$ cat src/rtl/sram_sp_bist.sv
// March C- BIST initiator for a single-port synchronous SRAM.
// Walks six march elements over every address, compares each read one cycle
// after it is issued, and captures the first miscompare.
module sram_sp_bist #(
   parameter int depth = 10,
   parameter int width = 8
) (
   input  logic                     clk,
   input  logic                     rst_n,
   input  logic                     start,
   output logic                     busy,
   output logic                     done,
   output logic                     fail,
   output logic [$clog2(depth)-1:0] fail_addr,
   output logic [width-1:0]         fail_exp,
   output logic [width-1:0]         fail_got,
   output logic                     mem_we,
   output logic                     mem_re,
   output logic [$clog2(depth)-1:0] mem_add,
   output logic [width-1:0]         mem_data_in,
   input  logic [width-1:0]         mem_data_out
);

   localparam int AW = $clog2(depth);

   typedef enum logic [2:0] {
      S_IDLE, S_M0, S_M1, S_M2, S_M3, S_M4, S_M5, S_FLUSH
   } state_t;

   state_t            state_q, state_d;
   logic [AW-1:0]     addr_q, addr_d;
   logic              wr_q, wr_d;        // 1: write cycle, 0: read cycle
   logic              done_q, done_d;
   logic              cmp_vld_q;
   logic [width-1:0]  cmp_exp_q;
   logic [AW-1:0]     cmp_addr_q;
   logic              fail_q;
   logic [AW-1:0]     fail_addr_q;
   logic [width-1:0]  fail_exp_q;
   logic [width-1:0]  fail_got_q;

   logic              in_march;
   logic              descending;
   logic              rd_ones;
   logic              wr_ones;
   logic              last_op_of_addr;
   logic              at_term;
   logic              accept;

   // Decode element properties: direction and data backgrounds.
   always_comb begin
      in_march   = 1'b0;
      descending = 1'b0;
      rd_ones    = 1'b0;
      wr_ones    = 1'b0;
      case (state_q)
         S_M0: in_march = 1'b1;
         S_M1: begin in_march = 1'b1; wr_ones = 1'b1; end
         S_M2: begin in_march = 1'b1; rd_ones = 1'b1; end
         S_M3: begin in_march = 1'b1; descending = 1'b1; wr_ones = 1'b1; end
         S_M4: begin in_march = 1'b1; descending = 1'b1; rd_ones = 1'b1; end
         S_M5: in_march = 1'b1;
         default: ;
      endcase
   end

   // M0 is write-only and M5 read-only; M1..M4 end each address on the write.
   assign last_op_of_addr = (state_q == S_M0) || (state_q == S_M5) || wr_q;
   assign at_term = descending ? (addr_q == '0) : (addr_q == AW'(depth - 1));
   assign accept  = (state_q == S_IDLE) && start;

   // Next-state: sequence ops within an element, then hop to the next element.
   always_comb begin
      state_d = state_q;
      addr_d  = addr_q;
      wr_d    = wr_q;
      done_d  = 1'b0;
      case (state_q)
         S_IDLE: begin
            if (start) begin
               state_d = S_M0;
               addr_d  = '0;
               wr_d    = 1'b1;
            end
         end
         S_FLUSH: begin
            state_d = S_IDLE;
            addr_d  = '0;
            wr_d    = 1'b0;
            done_d  = 1'b1;
         end
         default: begin
            if (!last_op_of_addr) begin
               wr_d = 1'b1;
            end else if (!at_term) begin
               addr_d = descending ? (addr_q - AW'(1)) : (addr_q + AW'(1));
               wr_d   = (state_q == S_M0);
            end else begin
               wr_d   = 1'b0;
               addr_d = '0;
               case (state_q)
                  S_M0: state_d = S_M1;
                  S_M1: state_d = S_M2;
                  S_M2: begin state_d = S_M3; addr_d = AW'(depth - 1); end
                  S_M3: begin state_d = S_M4; addr_d = AW'(depth - 1); end
                  S_M4: state_d = S_M5;
                  default: state_d = S_FLUSH;
               endcase
            end
         end
      endcase
   end

   // Sequencer state registers.
   always_ff @(posedge clk or negedge rst_n) begin
      if (!rst_n) begin
         state_q <= S_IDLE;
         addr_q  <= '0;
         wr_q    <= 1'b0;
         done_q  <= 1'b0;
      end else begin
         state_q <= state_d;
         addr_q  <= addr_d;
         wr_q    <= wr_d;
         done_q  <= done_d;
      end
   end

   // Pipeline the expected read value one cycle to line up with mem_data_out.
   always_ff @(posedge clk or negedge rst_n) begin
      if (!rst_n) begin
         cmp_vld_q  <= 1'b0;
         cmp_exp_q  <= '0;
         cmp_addr_q <= '0;
      end else begin
         cmp_vld_q  <= mem_re;
         cmp_exp_q  <= rd_ones ? '1 : '0;
         cmp_addr_q <= addr_q;
      end
   end

   // First-failure capture; cleared only when a new run is accepted.
   always_ff @(posedge clk or negedge rst_n) begin
      if (!rst_n) begin
         fail_q      <= 1'b0;
         fail_addr_q <= '0;
         fail_exp_q  <= '0;
         fail_got_q  <= '0;
      end else if (accept) begin
         fail_q      <= 1'b0;
         fail_addr_q <= '0;
         fail_exp_q  <= '0;
         fail_got_q  <= '0;
      end else if (cmp_vld_q && (mem_data_out != cmp_exp_q) && !fail_q) begin
         fail_q      <= 1'b1;
         fail_addr_q <= cmp_addr_q;
         fail_exp_q  <= cmp_exp_q;
         fail_got_q  <= mem_data_out;
      end
   end

   assign busy        = (state_q != S_IDLE);
   assign done        = done_q;
   assign fail        = fail_q;
   assign fail_addr   = fail_addr_q;
   assign fail_exp    = fail_exp_q;
   assign fail_got    = fail_got_q;
   assign mem_we      = in_march && wr_q;
   assign mem_re      = in_march && !wr_q;
   assign mem_add     = addr_q;
   assign mem_data_in = (mem_we && wr_ones) ? '1 : '0;

endmodule

$ cat config.mk
export PLATFORM = sky130hd
export DESIGN_NAME = sram_sp_bist
export DESIGN_NICKNAME = d
export VERILOG_FILES = /design/src/rtl/sram_sp_bist.sv
export SDC_FILE = /design/constraint.sdc
export NUM_CORES = 1
export LEC_CHECK = 0
export ABC_AREA = 1
export ABC_CLOCK_PERIOD_IN_PS = 4700
export BUFFER_PORTS_ARGS = -buffer_cell sky130_fd_sc_hd__buf_2
export CORE_MARGIN = 3
export CORE_UTILIZATION = 27
export DETAILED_ROUTE_END_ITERATION = 10
export SLEW_MARGIN = 15
export SYNTH_ARGS = -nofsm -noshare
export SYNTH_HDL_FRONTEND = slang
export SYNTH_SLANG_ARGS = --single-unit
$ cat constraint.sdc
create_clock -name clk -period 4.7 [get_ports clk]
set_input_delay 0 -clock clk [delete_from_list [all_inputs] [get_ports clk]]
set_output_delay 0 -clock clk [all_outputs]
set_load 0.02 [all_outputs]
# Yosys cells after proc, flatten, opt, wreduce, memory -nomap -nowiden
# Cells that the tools add are included.
[totals]
register_bits = 43
in_bits = 11
output_inout_bits = 37
elab_cells = 77
[classes]
mux = 31
eq_ne = 10
reduce_logical = 23
addsub = 2
[op_table]
columns = ["cell", "count"]
rows = [
  ["8-bit two-way mux", 6],
  ["4-bit two-way mux", 7],
  ["3-bit case mux with 5 select lines", 1],
  ["3-bit equality test (second input constant)", 4],
  ["1-bit two-way mux", 11],
  ["3-bit two-way mux", 3],
  ["3-bit nonzero test", 3],
  ["8-bit != test", 1],
  ["4-bit case mux with 2 select lines", 1],
  ["2-bit OR reduction", 4],
  ["3-bit by 2-bit equality test with 1-bit output (second input constant)", 2],
  ["1-bit logical AND", 6],
  ["3-bit case mux with 2 select lines", 1],
  ["6-bit OR reduction", 1],
  ["4-bit by 1-bit adder with 4-bit output (second input constant)", 1],
  ["4-bit equality test (second input constant)", 1],
  ["4-bit logical NOT", 1],
  ["4-bit by 1-bit subtractor with 4-bit output (second input constant)", 1],
  ["3-bit by 1-bit equality test with 1-bit output (second input constant)", 1],
  ["3-bit logical NOT", 1],
  ["3-bit AND reduction", 1],
  ["1-bit logical NOT", 2],
  ["1-bit logical OR", 2],
  ["2-bit != test (second input constant)", 1],
  ["3 further kinds", 3],
]

# Logic depth before layout (Yosys ltp)
# Gate-level depths: netlist of run 1.
[logic_depth]
ltp_word = 7
mapped_depth = 11
depth_no_buf = 11

# Worst setup path before layout of run 1
# Ideal clock, no wire load.
[synth_path]
path_type = "register to output"
startpoint = "register state_q[1]"
endpoint = "output port mem_data_in[1]"
n_path_buf = 2
arrival_time_ns = 2.025
t_required_ns = 4.700
setup_slack_ns = 2.675
stages_incl_launch_ff = 8
cell_sequence = "dfrtp_1 > buf_2 > nand2_1 > clkinv_1 > nand2_2 > nand2_4 > a211oi_1 > buf_4"
[synth_via]
elab_chain_len = 6
word_cells_on_any_way = 13
classes_between = "eq/ne: 6; mux: 3; reduce/logical: 4"
[synth_rtl]
columns = ["item", "line", "text"]
rows = [
  ["from (decl)", "30", "state_t state_q, state_d;"],
  ["from (signal assigned)", "122", "state_q <= state_d;"],
  ["3-bit equality test (tied with other cells)", "56", "case (state_q)"],
  ["6-bit OR reduction (no line)", "-", ""],
  ["1-bit two-way mux", "56", ""],
  ["1-bit logical AND", "168", "assign mem_we = in_march && wr_q;"],
  ["1-bit logical AND (*)", "171", "assign mem_data_in = (mem_we && wr_ones) ? '1 : '0;"],
  ["8-bit two-way mux (*)", "171", ""],
  ["to (decl)", "20", "output logic [width-1:0] mem_data_in,"],
]
# Every way passes the cells marked *; elsewhere a longest branch is shown, timed or not.

# Worst setup path in the final report of run 1
[layout_path]
startpoint = "register state_q[1]"
endpoint = "output port mem_data_in[5]"
# The elaborated chain is that of the path after synthesis.

==> summary.md, run 1 <==
| Metric | Value |
|---|---|
| Slew HR | `56.80%` |
| Via Count | `1477` |
| Routed Antenna Nets | `0` |
| Initial drt markers | `57` |
| Area leader, netlist | `dfrtp_1` |
| Total CTS buffers | `5` |
| Top fanout value on the critical path | `8` |
| Largest net degree at the start of global routing | `30` |
| Commonest non-fill, non-tap cell in the layout | `nand2_1` |
| Cell Chain, Critical Path | `nand2_1 -> clkinv_1 -> nand2_2 -> nand2_4 -> a211oi_1 -> buf_2` |
| Max Freq | `0.5154 GHz` |
| Slew Viols, Final | `0` |
| Worst hold start | `mem_data_out[4]` |
| Final Cycle Share | `41.28%` |
| Slew at the pin closest to its max-slew limit | `0.6480 ns` |
| FP Rows | `28` |
| Fraction of layout cells with a size suffix above 1 | `27.97%` |
| Clock buffer depth | `2` |
| Placeable Area | `0.005956 sq mm` |
| Die footprint | `0.007186 sq mm` |
| Post-route cell area | `0.001988 sq mm` |
| Clock tree sinks | `29` |
| Setup violators final | `0` |
| Leakage | `0.001193 uW` |
| Worst Clk Skew | `0.004930 ns` |
| Diode count | `0` |
| Seq cells post-synth | `29` |
| First-pass GRT wire length | `6.451 mm` |
| Power density cells | `804.5 mW/mm^2` |
| Area growth, synth to finish | `18.67%` |
| Critical Path Source Type | `flop` |
| CP Capture Type | `output pin` |
| CTS tree | `done` |
| Via density | `4.396` |
| Root Driver | `clkbuf_8` |
| Wire per inst | `10.73 microns` |
| CP max-delay cell | `dfrtp_1` |
| Hold Crit Class | `in2reg` |
| Util after Layout | `33.38%` |
| Worst path required time | `4.70 ns` |
| Synth Cell Area | `0.001675 sq mm` |
| Top cell type's share of synthesized area | `43.32%` |
| Max IR drop VDD | `0.3251 mV` |
| Crit path DAT | `1.94 ns` |
| Layout fillers | `659` |
| Hold Path Stages | `5` |
| Worst-path clk slew | `0.06 ns` |
| Gr usage total | `10.98%` |
| CP max stage delay | `0.49 ns` |
| Final TNS setup | `0 ns` |
| Final wirelength | `3.604 mm` |
| Reg2Reg Depth | `5` |
| Reg2reg end | `fail_got[2]` |
| Most frequent cells in the layout | `77 x nand2_1, 47 x buf_2, 29 x nand3_1, 29 x dfrtp_1, 21 x inv_1` |
| Initial Utilization | `28.13%` |
| Worst Setup Path Type | `reg2out` |
| Port bufs | `47` |
| TritonRoute pass-1 iters | `4` |
| Final hold violations | `0` |
| Vias in the first global route | `1437` |
| Placement Cell Area | `0.001877 sq mm` |
| FF-to-FF Start | `state_q[1]` |
| Die X-Extent | `84.77 microns` |
| Die Y | `84.77 microns` |
| Post-route minimum period | `1.940 ns` |
| Seq/Total Area, Yosys | `43.32%` |
| Avg Synthesized Cell Area | `7.479 sq um` |
| Post-synthesis net count | `237` |
| Max-capacitance violation count | `0` |
| Initial antenna violation count | `0` |
| Clk_lat worst skew | `0.28 ns` |
| Top cells by area, synth | `dfrtp_1 43%, nand2_1 17%, nand3_1 8.7%` |
| Drt drc | `0` |
| RSZ-0062 raised after global routing | `no` |
| H-tree lvl count | `2` |
| Layout net count | `273` |
| # IOs | `48` |
| Unique cell type count in the Yosys netlist | `31` |
| Outcome | `complete, no violations` |
| Gpl congestion | `0.8532` |
| GRT overflow | `0` |
| YS warnings | `0` |
| Dpl hpwl | `2.720 mm` |
| Flop2flop setup slack | `2.78 ns` |
| Post-synthesis cell count | `224` |
| Endpoint, Worst Hold | `fail_got[4]` |
-- report_power, final --
part           internal [uW]  switching, uW
clock network            132           92.4
logic                    301            611
registers                362            100
total                    796            804
-- worst max-delay path by stage --
stage / startpoint / endpoint / slack, ns / cells after the start
after floorplan: state_q[1] / mem_data_in[1] / 2.68 / 7
after global placement: state_q[1] / fail_addr[1] / 2.86 / 5
after global routing: state_q[1] / mem_data_in[7] / 2.54 / 6
after CTS: state_q[1] / mem_data_in[5] / 2.71 / 6
after detailed placement: state_q[1] / fail_got[2] / 2.79 / 5
final: state_q[1] / mem_data_in[5] / 2.76 / 6
-- sequential cells by signal (all words and copies together) (netlist names) --
register    count
fail_got        8
cmp_addr_q      4
fail_addr       4
mem_add         4
state_q         3
cmp_exp_q       1
cmp_vld_q       1
done            1
fail            1
fail_exp        1
wr_q            1
-- per-layer routing --
layer / vias to the layer above / track usage (%) / part of all wire, %
met5: - / 0 / 0
met4: 0 / 4.604 / 1.9
met3: 7 / 3.238 / 7.2
met2: 45 / 16.80 / 43
met1: 668 / 14.43 / 48
li1: 757 / - / -
-- synth_stat cells, drive strengths merged --
library cell and n:
nand2 80, nand3 31, dfrtp 29, inv 29
buf 18, nor2 16, nand4 3, a21oi 2
ha 2, nand3b 2, o21ai 2, a211oi 1
a21boi 1, and2 1, and3 1, clkbuf 1
clkinv 1, nor3 1, o22ai 1, xnor2 1
xor2 1
-- metrics by stage --
stage	hold WS (ns)	instances	worst slack [ns]	total power (uW)
6_report	0.03827	336	2.760	1599
5_1_grt	0.06868	336	2.537	1767
4_1_cts	0.02787	336	2.710	1626
2_1_floorplan	-0.2956	224	2.675	1189
3_3_place_gp	0.06425	327	2.864	1377
3_5_place_dp	0.06687	327	2.788	1391
-- layout make-up --
type / count / area [sq um] / area share [%]
Tap cell: 75 / 93.84 / 4.720
Clock buffer: 7 / 96.34 / 4.846
Sequential cell: 29 / 725.7 / 36.50
Multi-Input combinational cell: 146 / 706.9 / 35.56
Clock inverter: 1 / 5.005 / 0.2517
Inverter: 30 / 115.1 / 5.790
Timing Repair Buffer: 48 / 245.2 / 12.33
-- timing repair --
action / CTS / global route
setup buffers: 0 / 0
hold buffers: 1 / 0
gates resized for setup: 0 / 0
hold endpoints to repair: 29 / 0
-- logic make-up after synthesis --
logic type,synth area share [%]
and+or+nand+nor,36.97
AOI/OAI and AO/OA,2.689
buffers and inverters,14.49
xor gates and xnor gates,1.046
DFF,43.32
adders and majority gates,1.493
-- critical path, delay by kind of cell (launching register included) --
family,cells,cell delay (ns)
AO/OA/AOI/OAI,1,0.49
buffers and inverters,2,0.37
flip-flops,1,0.49
AND/OR/NAND/NOR,3,0.31
Power figures use the tool's default switching activity.
==> run 2: changes to the inputs <==
--- a/config.mk
+++ b/config.mk
@@ -6,7 +6,7 @@
 export NUM_CORES = 1
 export LEC_CHECK = 0
 export ABC_AREA = 1
-export ABC_CLOCK_PERIOD_IN_PS = 4700
+export ABC_CLOCK_PERIOD_IN_PS = 1800
 export BUFFER_PORTS_ARGS = -buffer_cell sky130_fd_sc_hd__buf_2
 export CORE_MARGIN = 3
 export CORE_UTILIZATION = 27
==> constraint.sdc (replaced) <==
create_clock -name clk -period 1.8 [get_ports clk]
set_input_delay 0 -clock clk [delete_from_list [all_inputs] [get_ports clk]]
set_output_delay 0 -clock clk [all_outputs]
set_load 0.02 [all_outputs]
==> run 2 against run 1 <==
Non-clock buffer count increased by 3; wire length increased by 5.3%; worst setup slack got worse by 2.6 ns; via count increased by 1.6%; die area unchanged; global-route usage increased by 0.37 points; clock skew increased by 0.00082 ns; clock power increased to 3.6 times the previous value; total power increased to 2.8 times the previous value; worst hold slack got worse by 0.0078 ns; critical endpoint is now mem_data_in[3]; largest cell class unchanged.
==> summary.md, run 2 (synthesis results as in run 1) <==
| Metric | Value |
|---|---|
| Dpl ws | `0.1278 ns (-2.661 ns)` |
| Flop2flop setup slack | `0.20 ns (-2.58 ns)` |
| RSZ-0062 raised after global routing | `yes` |
| Setup violators final | `0 (unchanged)` |
| Area growth, synth to finish | `23.08%` |
| Initial Utilization | `28.13% (unchanged)` |
| Slew at the pin closest to its max-slew limit | `0.6666 ns (+0.01869 ns)` |
| Outcome | `complete, no violations` |
| Routed Antenna Nets | `0 (unchanged)` |
| Diode count | `0 (unchanged)` |
| Wire per inst | `11.19 microns (+4.3%)` |
| Max FFs per register | `8 (unchanged)` |
| Power density cells | `2192 mW/mm^2 (+170%)` |
| Crit path DAT | `1.67 ns (-0.27 ns)` |
| H-tree lvl count | `2 (unchanged)` |
| Slew HR | `55.56% (-1.2 points)` |
| Worst setup margin | `0.1342 ns (-2.626 ns)` |
| Final hold violations | `0 (unchanged)` |
| CP Capture Type | `output pin` |
| CP max-delay cell | `dfrtp_2` |
| Fraction of layout cells with a size suffix above 1 | `30.30% (+2.3 points)` |
| Die footprint | `0.007186 sq mm (unchanged)` |
| Final TNS setup | `0 ns (unchanged)` |
| Commonest non-fill, non-tap cell in the layout | `nand2_1` |
| Hold slack | `0.03042 ns (-0.007849 ns)` |
| First-pass GRT wire length | `6.568 mm (+1.8%)` |
| # IOs | `48 (unchanged)` |
| Clock buffer depth | `2 (unchanged)` |
| Hold Crit Class | `in2reg` |
| Power Total | `4520 uW (+180%)` |
| Crit path max-delay family | `flip-flops` |
| Post-route minimum period | `1.666 ns` |
| Gr usage total | `11.34% (+0.37 points)` |
| Die Y | `84.77 microns (unchanged)` |
| Cell Chain, Critical Path | `nor2_4 -> nand2_1 -> a211oi_4 -> buf_2` |
| Gpl congestion | `0.8359 (-2.0%)` |
| Port bufs | `47 (unchanged)` |
| Max-capacitance violation count | `0 (unchanged)` |
| Max IR drop VDD | `1.066 mV (+230%)` |
| Max Freq | `0.6003 GHz` |
| CP max stage delay | `0.48 ns (about the same)` |
| FP Rows | `28 (unchanged)` |
| Initial antenna violation count | `0 (unchanged)` |
| Leakage | `0.001217 uW (+2.0%)` |
| Total CTS buffers | `5 (unchanged)` |
| Initial drt markers | `88 (+54%)` |
| Die X-Extent | `84.77 microns (unchanged)` |
| Most frequent cells in the layout | `77 x nand2_1, 46 x buf_2, 29 x nand3_1, 26 x dfrtp_1, 21 x inv_1` |
| Drt drc | `0 (unchanged)` |
| TritonRoute pass-1 iters | `5 (+1)` |
| Util after Layout | `34.62% (+1.2 points)` |
| Worst-path clk slew | `0.07 ns (about the same)` |
| Via density | `4.425 (+0.66%)` |
| Clk_lat worst skew | `0.28 ns (about the same)` |
| Placeable Area | `0.005956 sq mm (unchanged)` |
| Final wirelength | `3.794 mm (+5.3%)` |
| Layout net count | `276 (+1.1%)` |
| Final Cycle Share | `92.54%` |
| Dpl hpwl | `2.866 mm (+5.4%)` |
| Critical Path Source Type | `flop` |
| Buf/Inv on CP | `1 (-1)` |
| Largest net degree at the start of global routing | `30 (unchanged)` |
| Worst Setup Path Type | `reg2out` |
| Top fanout value on the critical path | `8 (unchanged)` |
| Setup Fix Bufs, Post-CTS | `0 (unchanged)` |
| GRT overflow | `0 (unchanged)` |
| Worst path required time | `1.80 ns (-2.90 ns)` |
| Slew Viols, Final | `0 (unchanged)` |
| Via Count | `1500 (+1.6%)` |
| Layout fillers | `640 (-2.9%)` |
| Vias in the first global route | `1414 (-1.6%)` |
| CTS tree | `done` |
| Clock tree sinks | `29 (unchanged)` |
| Root Driver | `clkbuf_8` |
| Worst Clk Skew | `0.005754 ns (+0.0008242 ns)` |
## run 2: worst paths after layout
kind                                 start             end  cells after the start
min in group asynchronous            rst_n     fail_got[5]                      2
max in group asynchronous            rst_n      state_q[2]                      2
setup reg to reg                state_q[2]      mem_add[2]                      9
setup / recovery                state_q[1]  mem_data_in[3]                      4
hold reg to reg                 mem_add[3]   cmp_addr_q[3]                      0
hold / removal             mem_data_out[1]     fail_got[1]                      5
## run 2: where the power goes
group          switching (uW)  total (uW)  internal [uW]
Combinational            1650        2490            839
Clock                     261         811            550
Sequential                271        1220            953
## run 2: layout make-up
type,count,area [sq um],area share [%]
timing repair buffer,51,270.3,13.11
multi-input combinational,146,719.4,34.89
tap,75,93.84,4.551
clock inverter,3,65.06,3.155
inverter,30,115.1,5.582
clock buffer,5,68.82,3.337
sequential,29,729.5,35.38
## run 2: what timing repair did
action,in CTS,in global routing
hold buffers,1,0
pin swaps,0,1
gates resized for setup,1,4
endpoints found under the setup margin,8,10
gates cloned,0,0
hold endpoints to repair,29,0
## run 2: metal layers
layer	vias to the layer above	part of all wire, %	GRT usage, %
li1	757	-	-
met1	672	48	15.12
met5	-	0	0
met4	0	1.3	4.604
met2	64	43	17.37
met3	7	8.3	3.140
## run 2: tightest hold or removal path, delay by kind of cell
| family | cells | cell delay, ns |
|---|---|---|
| buffers and inverters | 2 | 0.14 |
| and+or+nand+nor | 3 | 0.14 |
## run 2: per-stage QoR
stage / cells / area, sq um
after floorplan: 224 / 1680
after global placement: 330 / 1904
after detailed placement: 330 / 1904
after CTS: 339 / 2056
after global routing: 339 / 2062
final: 339 / 2062
